**config.mk**
```make
export PLATFORM = sky130hd
export DESIGN_NAME = modbus_rtu_frame_rx
export DESIGN_NICKNAME = d
export VERILOG_FILES = /design/src/rtl/modbus_pkg.sv /design/src/rtl/modbus_crc16_byte.sv /design/src/rtl/modbus_rtu_frame_rx.sv
export SDC_FILE = /design/constraint.sdc
export NUM_CORES = 1
export LEC_CHECK = 0
export CAP_MARGIN = 20
export CORE_ASPECT_RATIO = 0.7
export CORE_MARGIN = 4
export CORE_UTILIZATION = 30
export CTS_CLUSTER_DIAMETER = 100
export CTS_CLUSTER_SIZE = 25
export DETAILED_ROUTE_END_ITERATION = 8
export PLACE_DENSITY = 0.47
export SLEW_MARGIN = 10
export SYNTH_ARGS = -nofsm -noshare
export SYNTH_HDL_FRONTEND = slang
export SYNTH_SLANG_ARGS = --single-unit
```
**constraint.sdc**
```tcl
create_clock -name i_clk -period 8.02 [get_ports i_clk]
set_input_delay 1.604 -clock i_clk [delete_from_list [all_inputs] [get_ports i_clk]]
set_output_delay 1.604 -clock i_clk [all_outputs]
set_load 0.05 [all_outputs]
```
**src/rtl/modbus_pkg.sv**
```systemverilog
// Shared definitions for the Modbus RTU frame receiver: FSM states, CRC-16
// constants and frame-level limits.
package modbus_pkg;

    typedef enum logic [2:0] {
        ST_IDLE,
        ST_RECV,
        ST_CHECK,
        ST_HOLD,
        ST_DISCARD
    } state_t;

    localparam logic [15:0] CRC_INIT      = 16'hFFFF;
    localparam logic [15:0] CRC_POLY      = 16'hA001;
    localparam int          MIN_FRAME_LEN = 4;
    localparam logic [7:0]  BCAST_ADDR    = 8'h00;

endpackage

```
**src/rtl/modbus_crc16_byte.sv**
```systemverilog
// One-byte update of the Modbus CRC-16 (reflected polynomial 0xA001), purely
// combinational so a whole byte is folded in per clock.
module modbus_crc16_byte
    import modbus_pkg::*;
(
    input  logic [15:0] crc_in,
    input  logic [7:0]  data,
    output logic [15:0] crc_out
);

    logic [15:0] c;

    always_comb begin
        c = crc_in ^ {8'h00, data};
        for (int i = 0; i < 8; i++) begin
            c = c[0] ? ((c >> 1) ^ CRC_POLY) : (c >> 1);
        end
        crc_out = c;
    end

endmodule

```
**src/rtl/modbus_rtu_frame_rx.sv**
```systemverilog
// Modbus RTU frame receiver: pops bytes from a UART controller, delimits frames
// by inter-frame silence, checks length/CRC/address and holds accepted frames.
module modbus_rtu_frame_rx
    import modbus_pkg::*;
#(
    parameter int         MAX_LEN          = 32,
    parameter int         CLKS_PER_BIT     = 434,
    parameter int         T35_CLKS         = 39 * CLKS_PER_BIT,
    parameter logic [7:0] SLAVE_ADDR       = 8'h01,
    parameter int         ACCEPT_BROADCAST = 1
) (
    input  logic                         i_clk,
    input  logic                         i_rst_n,
    input  logic [7:0]                   i_rx_data,
    input  logic                         i_rx_ready,
    output logic                         o_rx_rden,
    output logic                         o_frame_valid,
    output logic [$clog2(MAX_LEN+1)-1:0] o_frame_len,
    output logic                         o_frame_bcast,
    input  logic [$clog2(MAX_LEN)-1:0]   i_rd_addr,
    output logic [7:0]                   o_rd_data,
    input  logic                         i_frame_ack,
    output logic                         o_err_crc,
    output logic                         o_err_short,
    output logic                         o_err_overflow,
    output logic                         o_err_busy
);

    localparam int LEN_W = $clog2(MAX_LEN + 1);
    localparam int IDX_W = $clog2(MAX_LEN);
    localparam int SIL_W = $clog2(T35_CLKS + 1);

    localparam logic [LEN_W-1:0] LEN_MAX = LEN_W'(MAX_LEN);
    localparam logic [LEN_W-1:0] LEN_MIN = LEN_W'(MIN_FRAME_LEN);
    localparam logic [LEN_W-1:0] LEN_ONE = LEN_W'(1);
    localparam logic [SIL_W-1:0] SIL_MAX = SIL_W'(T35_CLKS);
    localparam logic [SIL_W-1:0] SIL_END = SIL_W'(T35_CLKS - 1);

    state_t            state;
    logic [LEN_W-1:0]  len;
    logic [15:0]       crc;
    logic [15:0]       crc_next;
    logic [15:0]       crc_seed;
    logic [SIL_W-1:0]  sil;
    logic              pop;
    logic              wr_en;
    logic [IDX_W-1:0]  wr_idx;
    logic              addr_ok;
    logic              bcast_hit;
    logic [7:0]        mem [MAX_LEN];

    // The strobe cycle is also the capture cycle: the controller presents the
    // byte while it waits for the pop.
    assign pop = o_rx_rden;

    assign crc_seed = (state == ST_IDLE) ? CRC_INIT : crc;

    modbus_crc16_byte u_crc (
        .crc_in  (crc_seed),
        .data    (i_rx_data),
        .crc_out (crc_next)
    );

    assign wr_en  = pop && ((state == ST_IDLE) || ((state == ST_RECV) && (len != LEN_MAX)));
    assign wr_idx = (state == ST_IDLE) ? '0 : len[IDX_W-1:0];

    assign bcast_hit = (mem[0] == BCAST_ADDR);
    assign addr_ok   = (mem[0] == SLAVE_ADDR) || ((ACCEPT_BROADCAST != 0) && bcast_hit);

    always_ff @(posedge i_clk) begin
        if (wr_en) begin
            mem[wr_idx] <= i_rx_data;
        end
    end

    always_ff @(posedge i_clk or negedge i_rst_n) begin
        if (!i_rst_n) begin
            o_rd_data <= 8'h00;
        end else begin
            o_rd_data <= mem[i_rd_addr];
        end
    end

    always_ff @(posedge i_clk or negedge i_rst_n) begin
        if (!i_rst_n) begin
            state          <= ST_IDLE;
            o_rx_rden      <= 1'b0;
            len            <= '0;
            crc            <= CRC_INIT;
            sil            <= '0;
            o_frame_valid  <= 1'b0;
            o_frame_len    <= '0;
            o_frame_bcast  <= 1'b0;
            o_err_crc      <= 1'b0;
            o_err_short    <= 1'b0;
            o_err_overflow <= 1'b0;
            o_err_busy     <= 1'b0;
        end else begin
            o_rx_rden      <= i_rx_ready && !o_rx_rden;
            o_err_crc      <= 1'b0;
            o_err_short    <= 1'b0;
            o_err_overflow <= 1'b0;
            o_err_busy     <= 1'b0;

            if (pop) begin
                sil <= '0;
            end else if (sil != SIL_MAX) begin
                sil <= sil + 1'b1;
            end

            case (state)
                ST_IDLE: begin
                    if (pop) begin
                        len   <= LEN_ONE;
                        crc   <= crc_next;
                        state <= ST_RECV;
                    end
                end

                // A pop wins over silence expiry, so a late byte still joins the frame.
                ST_RECV: begin
                    if (pop) begin
                        if (len == LEN_MAX) begin
                            o_err_overflow <= 1'b1;
                            state          <= ST_DISCARD;
                        end else begin
                            len <= len + 1'b1;
                            crc <= crc_next;
                        end
                    end else if (sil >= SIL_END) begin
                        state <= ST_CHECK;
                    end
                end

                ST_CHECK: begin
                    if (len < LEN_MIN) begin
                        o_err_short <= 1'b1;
                        state       <= ST_IDLE;
                    end else if (crc != 16'h0000) begin
                        o_err_crc <= 1'b1;
                        state     <= ST_IDLE;
                    end else if (!addr_ok) begin
                        state <= ST_IDLE;
                    end else begin
                        o_frame_valid <= 1'b1;
                        o_frame_len   <= len;
                        o_frame_bcast <= bcast_hit;
                        state         <= ST_HOLD;
                    end
                end

                // Bytes arriving now belong to a frame we cannot store; if the line
                // is still busy at release, skip the rest of that frame.
                ST_HOLD: begin
                    if (pop) begin
                        o_err_busy <= 1'b1;
                    end
                    if (i_frame_ack) begin
                        o_frame_valid <= 1'b0;
                        o_frame_len   <= '0;
                        o_frame_bcast <= 1'b0;
                        state         <= (pop || (sil != SIL_MAX)) ? ST_DISCARD : ST_IDLE;
                    end
                end

                ST_DISCARD: begin
                    if (!pop && (sil >= SIL_END)) begin
                        state <= ST_IDLE;
                    end
                end

                default: state <= ST_IDLE;
            endcase
        end
    end

endmodule

```
==> metrics.md, run 1 <==
| Metric | Value |
|---|---|
| Pleak | `0.004750 uW` |
| Mapped Area | `0.01291 sq mm` |
| Hold path cells | `2` |
| Largest net degree at the start of global routing | `65` |
| Fmax | `0.2486 GHz` |
| Top cell type's share of synthesized area | `59.56%` |
| Die width | `255.9 microns` |
| Die Y | `181.5 microns` |
| Power Dens Cells | `256.4 mW/mm^2` |
| Crit path max fanout | `28` |
| Buffers from clock root to sink, at most | `3` |
| Initial DRC Count | `601` |
| Synth-to-Final Area Change | `13.06%` |
| Hold WS | `487.3 ps` |
| First-pass GRT wire length | `45500 microns` |
| Vias | `6594` |
| Synth top area cells | `edfxtp_1, mux4_2, dfrtp_1` |
| CTS Root Cell | `clkbuf_16` |
| Buf/Inv on CP | `1` |
| Setup Skew | `16.07 ps` |
| Warnings, synthesis | `0` |
| Final period util | `50.15%` |
| Outcome | `finished clean` |
| Die ar. | `0.04646 sq mm` |
| Total negative slack | `0 ps` |
| Max Transition Viols Final | `0` |
| Via-to-Cell Ratio | `4.910` |
| Startpoint Class | `flop` |
| CP Class | `flop to primary output` |
| Worst path slowest cell | `clkdlybuf4s50_1` |
| Resized cells post-CTS | `0` |
| FF-to-FF Start | `o_rx_rden` |
| IO buf count | `37` |
| Peak VDD IR | `0.0001080 V` |
| RSZ-0062 raised after global routing | `false` |
| Tot GR Track Use | `13.05%` |
| Worst Tran Pin Value | `1134 ps` |
| Total CTS buffers | `16` |
| Share of cells above drive strength 1 | `21.24%` |
| Hold path endpoint | `o_frame_valid` |
| # nets final | `803` |
| Max H-tree Level | `1` |
| Slew headroom | `24.10%` |
| CP Data Arrival Time | `2420 ps` |
| Grt ovf | `0` |
| Post-DP HPWL | `19700 microns` |
| Async SR Flop Fraction | `19.24%` |
| Prevailing post-synth register cell | `edfxtp_1` |
| EDFF count, synth | `256` |
| Post-synthesis sequential area ratio | `71.55%` |
| R2R Setup Slk | `4600 ps` |
| Routed Antenna Nets | `0` |
| Diode count | `0` |
| Crit-path leading delay family | `buffers and inverters` |
| Post-CTS Setup Inserts | `0` |
| Core area | `0.04241 sq mm` |
| Avg Inst Size Synth | `17.73 sq um` |
| Critical path's largest stage delay | `950 ps` |
| Detailed-route wire length | `30510 microns` |
| Vias in the first global route | `6493` |
| Skew-Pair Late Insertion Delay | `510 ps` |
| Clock-pin slew on the worst setup and hold paths | `100 ps` |
| # hold bufs at CTS | `0` |
| CP Data Required Time | `6420 ps` |
| DR WL/cell | `22.72 microns` |
| Post-synth net total | `750` |
| Critical R2R Capture | `mem[25][6]` |
| Initial Util | `30.43%` |
| Hold Fails Final Rpt | `0` |
| Worst hold path type | `flop to flop` |
| Hold Path Origin | `o_frame_valid` |
| Post-synth cell types | `43` |
| # rows | `63` |
| CP endpoint kind | `primary output` |
| Crit path time final | `4022 ps` |
| Drt first pass iters | `5` |
| Clock Sinks | `317` |
| MaxCap Viol Count | `0` |
| I/O Pins | `38` |
| DRC errors left | `0` |
| CP Cell Sequence | `clkdlybuf4s50_1` |
| Yosys reg bits | `317` |
| Synth area leader | `edfxtp_1` |
| Routability-driven placement congestion ratio | `0.7483` |
| Most frequent cells in the layout | `edfxtp_1, mux4_2, nor2_1, dfrtp_1, nand2_1` |
| Final setup fails | `0` |
| Syn Inst Count | `728` |
| Total Power | `3741 uW` |
| CTS tree | `done` |
| Number of antenna violations at the first check in global routing | `0` |
| Commonest non-fill, non-tap cell in the layout | `edfxtp_1` |
| Reg2Reg Depth | `5` |
[logic make-up after synthesis]
family | after synthesis | synth area share (%)
compound gates | 48 | 2.084
mux | 90 | 14.82
fa+ha+maj | 5 | 0.4847
flops | 317 | 71.55
buf+inv | 41 | 1.280
simple gates | 187 | 6.641
xor+xnor | 40 | 3.141
[cell type report]
cell class	instances	area, sq um
Tap cell	552	690.7
Sequential cell	317	9234
Timing Repair Buffer	70	661.9
Fill cell	3994	27820
Clock buffer	26	459.2
Inverter	6	22.52
Clock inverter	2	11.26
Multi-Input combinational cell	370	3512
[worst min-delay path, delay by kind of cell, from the launching register on]
family | cells | cell delay, ps
DFF | 1 | 360
and+or+nand+nor | 2 | 100
[per-stage QoR]
step           util [%]  std cells  cell area, sq um  setup WS (ps)
2_1_floorplan         -        728             12910           4549
3_3_place_gp      32.91       1301             13950           3533
3_5_place_dp      33.20       1311             14080           3546
4_1_cts           34.31       1339             14550           3976
5_1_grt           34.41       1343             14590           3855
6_report          34.41       1343             14590           3998
[power by group]
part           leakage (uW)  internal [uW]  total, uW  switching, uW
clock              0.000228            401        913            512
sequential          0.00306           1910       2030            119
combinational       0.00146            346        795            449
total               0.00475           2660       3740           1080
[Yosys cell counts, types with 2 or more instances]
master,number
edfxtp_1,256
mux4_2,80
nor2_1,80
dfrtp_1,45
nand2_1,39
clkbuf_1,23
xnor2_1,20
a21oi_1,19
o21ai_0,18
nand3_1,17
dfstp_2,16
xor2_1,15
nand4_1,10
buf_2,9
mux2_2,9
or3_1,9
nor3_1,8
inv_1,6
nor2b_1,6
nor4_1,6
ha_1,5
and3_1,4
buf_1,3
nand2b_1,3
o211ai_1,2
o31ai_1,2
xnor2_2,2
[registers in the layout (all words and copies together), names as in the netlist]
signal          cells
len                 6
o_err_crc           1
o_rx_rden           1
o_err_short         1
o_frame_bcast       1
sil                15
o_err_overflow      1
mem               256
o_err_busy          1
o_frame_valid       1
state               3
o_rd_data           8
crc                16
o_frame_len         6
[metal layers]
metal | global-route usage, % | share of wire, % | vias to the layer above | wire, microns
met1 | 21.53 | 52 | 3501 | 15830
met4 | 1.995 | 1.4 | 0 | 436
met3 | 2.203 | 4.2 | 28 | 1289
met5 | 0 | 0 | - | 0
li1 | - | - | 2920 | -
met2 | 18.16 | 42 | 145 | 12950
[worst max-delay path by stage]
stage,start,endpoint,cells after the start
after floorplan,i_rd_addr[0],o_rd_data[0],5
after global placement,i_rd_addr[0],o_rd_data[1],5
after detailed placement,i_rd_addr[0],o_rd_data[1],5
after CTS,o_rx_rden,o_rx_rden,1
after global routing,o_rx_rden,o_rx_rden,1
final,o_rx_rden,o_rx_rden,1
(Power assumes the default switching activity.)
==> run 2: changes to the inputs <==
- clock period: 8.02 -> 3.9 ns (I/O delays scaled with it)
==> run 2 against run 1 <==
Non-clock buffer count grew 11; wire length grew 4.8%; cell count grew 0.82%; hold slack lost 240 ps; sequential share of layout area shrank 0.21 points; critical endpoint is now mem[25][6]; largest cell class unchanged.
==> metrics.md, run 2 (synthesized netlist as in run 1, its figures left out) <==
| Metric | Value |
|---|---|
| Final Util | `34.52%` |
| Startpoint Class | `flop` |
| Pleak | `0.004792 uW` |
| Via-to-Cell Ratio | `4.899` |
| Routed Antenna Nets | `0` |
| Most frequent cells in the layout | `edfxtp_1, mux4_2, nor2_1, dfrtp_1, buf_4` |
| Skew-Pair Late Insertion Delay | `510 ps` |
| Initial DRC Count | `733` |
| Detailed-route wire length | `31980 microns` |
| Max H-tree Level | `1` |
| Synth-to-Final Area Change | `13.43%` |
| Regs by FF count | `mem (256), crc (16), sil (15)` |
| Initial Util | `30.43%` |
| Crit path time final | `3080 ps` |
| Hold WS | `247.5 ps` |
| Critical Path Source | `len[0]` |
| Total Power | `7763 uW` |
| Setup Skew | `18.91 ps` |
| Die Y | `181.5 microns` |
| Post-DP HPWL | `21010 microns` |
| Grt ovf | `0` |
| Fmax | `0.3247 GHz` |
| Fillcell total | `3995` |
| I/O Pins | `38` |
| Resized cells post-CTS | `0` |
| CP Data Arrival Time | `3220 ps` |
| Die width | `255.9 microns` |
| Die ar. | `0.04646 sq mm` |
| R2R Setup Slk | `820 ps` |
| Power Dens Cells | `530.3 mW/mm^2` |
| CP Data Required Time | `4040 ps` |
| Crit path max fanout | `8` |
| Critical path's largest stage delay | `830 ps` |
| First-pass GRT wire length | `47110 microns` |
| Routability-driven placement congestion ratio | `0.7480` |
| Tot GR Track Use | `13.67%` |
| Vias in the first global route | `6483` |
| Critical R2R Capture | `mem[25][6]` |
| CTS tree | `done` |
| Peak VDD IR | `0.0003203 V` |
| Max reg flops | `256` |
| Drt first pass iters | `5` |
| DRC errors left | `0` |
| CP Cell Sequence | `inv_1, ha_1, and3_1, a21oi_1, nand4_1, nor2_1` |
| Max Transition Viols Final | `0` |
| Diode count | `0` |
| Worst Tran Pin Value | `865.3 ps` |
| Total CTS buffers | `16` |
| Reg2Reg Depth | `6` |
| Final period util | `78.97%` |
| Top reg by flops | `mem` |
| Total negative slack | `0 ps` |
| MaxCap Viol Count | `0` |
| DR WL/cell | `23.62 microns` |
| Commonest non-fill, non-tap cell in the layout | `edfxtp_1` |
| # nets final | `814` |
| Slew headroom | `42.10%` |
| Buffers from clock root to sink, at most | `3` |
| IO buf count | `37` |
| Worst path slowest cell | `nor2_1` |
| Vias | `6633` |
| Clock Sinks | `317` |
| CTS Root Cell | `clkbuf_16` |
| FF-to-FF Start | `len[0]` |
| # rows | `63` |
| Number of antenna violations at the first check in global routing | `1` |
| # hold bufs at CTS | `0` |
| Core area | `0.04241 sq mm` |
| Post-CTS Setup Inserts | `0` |
| Largest net degree at the start of global routing | `39` |
| Hold Fails Final Rpt | `0` |
| CP endpoint kind | `flop` |
| RSZ-0062 raised after global routing | `false` |
| Share of cells above drive strength 1 | `21.95%` |
| CP Class | `flop to flop` |
| Clock-pin slew on the worst setup and hold paths | `100 ps` |
| Outcome | `finished clean` |
| Final setup fails | `0` |
| Worst hold path type | `primary input to asynchronous set/reset pin` |
-- run 2: report_power, final --
group / switching, uW / internal, uW / leakage [uW] / total, uW
registers: 212 / 3930 / 0.00306 / 4150
logic: 997 / 732 / 0.00151 / 1730
clock network: 1060 / 829 / 0.000226 / 1890
-- run 2: worst max path at each step --
stage | endpoint
after floorplan | mem[5][0]
after global placement | crc[0]
after detailed placement | crc[0]
after CTS | mem[17][7]
after global routing | mem[17][1]
final | mem[25][6]
-- run 2: cell type report --
class | count | area, sq um | share of cell area (%)
Tap cell | 552 | 690.7 | 4.718
Inverter | 6 | 22.52 | 0.1538
Timing Repair Buffer | 81 | 713.2 | 4.872
Sequential cell | 317 | 9234 | 63.08
Clock buffer | 27 | 462.9 | 3.162
Multi-Input combinational cell | 370 | 3507 | 23.96
Clock inverter | 1 | 8.758 | 0.05983
-- run 2: per-layer routing --
| layer | share of wire [%] | global-route usage, % | vias to the layer above |
|---|---|---|---|
| li1 | - | - | 2941 |
| met1 | 51 | 22.41 | 3545 |
| met2 | 42 | 19.04 | 129 |
| met3 | 5.9 | 2.816 | 18 |
| met4 | 0.84 | 1.579 | 0 |
| met5 | 0 | 0 | - |
-- run 2: worst max-delay path, delay by kind of cell, from the launching register on --
family                     cells  cell delay (ps)
AOI/OAI and AO/OA              1              380
DFF                            1              440
buffers and inverters          1              130
and+or+nand+nor                3             1530
adders and majority gates      1              220
-- run 2: per-stage QoR --
stage	instance area (sq um)	worst slack, ps	cells
3_5_place_dp	14170	779.8	1326
4_1_cts	14640	802.6	1354
3_3_place_gp	14170	792.3	1326
6_report	14640	820.2	1354
5_1_grt	14640	554.8	1354
2_1_floorplan	12910	1195	728
==> run 3: changes to the inputs <==
- PLACE_DENSITY: 0.47 -> 0.48
- clock period: 3.9 -> 2.7 ns (I/O delays scaled with it)
==> run 3 against run 2 <==
Sequential cell count unchanged; power increased by 46%; clock skew fell by 0.91 ps; critical path depth rose by 2; global-route usage shrank 0.35 points; maximum frequency is 23% higher; non-clock buffer count up 30.
==> metrics.md, run 3 (synthesized netlist as in run 1, its figures left out) <==
| Metric | Value |
|---|---|
| Post-CTS Setup Inserts | `0` |
| Clock-pin slew on the worst setup and hold paths | `100 ps` |
| Pleak | `0.004975 uW` |
| # rows | `63` |
| CP Data Required Time | `2910 ps` |
| Grt ovf | `0` |
| CTS tree | `done` |
| R2R Setup Slk | `190 ps` |
| Outcome | `finished clean` |
| CP Cell Sequence | `inv_1, ha_1, and3_1, nor3_1, nand3_1, buf_4, nor2_1, buf_4` |
| MaxCap Viol Count | `0` |
| Switching Share | `28.97%` |
| Initial DRC Count | `457` |
| CTS Root Cell | `clkbuf_16` |
| Regs by FF count | `mem (256), crc (16), sil (15)` |
| Number of antenna violations at the first check in global routing | `3` |
| DR WL/cell | `22.37 microns` |
| Hold path endpoint | `o_frame_valid` |
| Sw power | `3286 uW` |
| Vias in the first global route | `6633` |
| Resized cells post-CTS | `0` |
| I/O Pins | `38` |
| Buffers from clock root to sink, at most | `3` |
| Peak VDD IR | `0.0003609 V` |
| Clock power share | `24.0%` |
| IO buf count | `37` |
| Initial Util | `30.43%` |
| DRC errors left | `0` |
| First-pass GRT wire length | `46310 microns` |
| Clock Sinks | `317` |
| Slew headroom | `62.37%` |
| Skew-Pair Late Insertion Delay | `510 ps` |
| Worst hold path type | `flop to flop` |
| CP Data Arrival Time | `2720 ps` |
| Hold Path Origin | `o_frame_valid` |
| Commonest non-fill, non-tap cell in the layout | `edfxtp_1` |
| Max reg flops | `256` |
| Startpoint Class | `flop` |
| Crit path time final | `2506 ps` |
| Fmax | `0.3990 GHz` |
| Pre-CTS setup slack | `111.3 ps` |
| Post-route setup slack | `193.9 ps` |
| Crit path max fanout | `8` |
| M2 GR Usage | `18.45%` |
| Die Y | `181.5 microns` |
| GR Util met3 | `1.715%` |
| Critical path's largest stage delay | `470 ps` |
| Critical R2R Capture | `mem[31][2]` |
| Share of cells above drive strength 1 | `24.76%` |
| Routability-driven placement congestion ratio | `0.7706` |
| Post-DP HPWL | `20650 microns` |
| Combinational power share | `23.5%` |
| Routed Antenna Nets | `0` |
| Hold Fails Final Rpt | `0` |
| GRT busiest layer | `met1` |
| Top reg by flops | `mem` |
| Tot GR Track Use | `13.32%` |
| Worst path most repeated cell | `buf_4` |
| RSZ-0062 raised after global routing | `false` |
| Pint | `8058 uW` |
| Power Dens Cells | `758.8 mW/mm^2` |
| Hold path cells | `2` |
| Max Transition Viols Final | `0` |
| CP Class | `flop to flop` |
| Core area | `0.04241 sq mm` |
| Worst Tran Pin Value | `562.9 ps` |
| Final period util | `92.82%` |
| Total negative slack | `0 ps` |
| FF-to-FF Start | `len[0]` |
| Total CTS buffers | `16` |
| Die ar. | `0.04646 sq mm` |
| Detailed-route wire length | `30980 microns` |
| Via-to-Cell Ratio | `4.830` |
| Final setup fails | `0` |
| Largest net degree at the start of global routing | `34` |
| Setup Skew | `18.00 ps` |
| Drt first pass iters | `5` |
| Synth-to-Final Area Change | `15.83%` |
| GR Util met1 | `22.53%` |
| Reg2Reg Depth | `8` |
| Max H-tree Level | `1` |
| Most frequent cells in the layout | `edfxtp_1, mux4_2, nor2_1, buf_4, dfrtp_1` |
| Vias | `6689` |
| Worst path slowest cell | `dfrtp_1` |
| # nets final | `844` |
| Reg power frac | `52.5%` |
| Die width | `255.9 microns` |
| CP endpoint kind | `flop` |
-- run 3: worst max-delay path: cells and delay by family (launching register included) --
kind / cells / cell delay, ps
flops: 1 / 470
buf+inv: 3 / 610
fa+ha+maj: 1 / 200
simple gates: 4 / 920
-- run 3: final cells by class --
type | count | area [sq um]
tap | 552 | 690.7
fill | 3964 | 27460
clock inverter | 1 | 8.758
clock buffer | 27 | 462.9
antenna | 1 | 2.502
inverter | 6 | 22.52
sequential | 317 | 9234
timing repair buffer | 111 | 1016
multi-input combinational | 370 | 3512
-- run 3: how the worst max path moves through the flow --
stage / startpoint / to / slack, ps / cells after the start
6_report: len[0] / mem[31][2] / 190 / 8
5_1_grt: len[0] / mem[8][1] / 10 / 8
4_1_cts: len[0] / mem[8][7] / 160 / 8
3_5_place_dp: i_rx_data[3] / crc[0] / 110 / 7
3_3_place_gp: i_rx_data[3] / crc[0] / 90 / 7
2_1_floorplan: o_rx_rden / mem[28][0] / 110 / 6
-- run 3: power groups by stage --
| stage | combinational [uW] | clock (uW) | sequential (uW) |
|---|---|---|---|
| after floorplan | 1570 | 0 | 6260 |
| after global placement | 2710 | 0 | 6060 |
| after detailed placement | 2700 | 0 | 6060 |
| after CTS | 2710 | 2800 | 5960 |
| after global routing | 2930 | 3020 | 6000 |
| final | 2670 | 2720 | 5960 |
-- run 3: what timing repair did --
action | CTS | global route
setup endpoints to repair | 0 | 0
endpoints found under the hold margin | 2 | 0
hold buffers | 1 | 0
-- run 3: layer usage --
layer | vias up | wire, microns
li1 | 2999 | -
met1 | 3542 | 16730
met3 | 24 | 1165
met2 | 124 | 12760
met5 | - | 0
met4 | 0 | 325
-- run 3: stage by stage --
stage	cell area, sq um	hold WS (ps)	utilization, %	instances	total power, uW
6_report	14950	492.0	35.25	1385	11340
5_1_grt	14950	531.5	35.25	1384	11950
4_1_cts	14950	498.1	35.25	1384	11460
3_5_place_dp	14470	472.6	34.11	1355	8760
3_3_place_gp	14470	462.4	34.11	1355	8771
2_1_floorplan	12910	244.4	-	728	7829
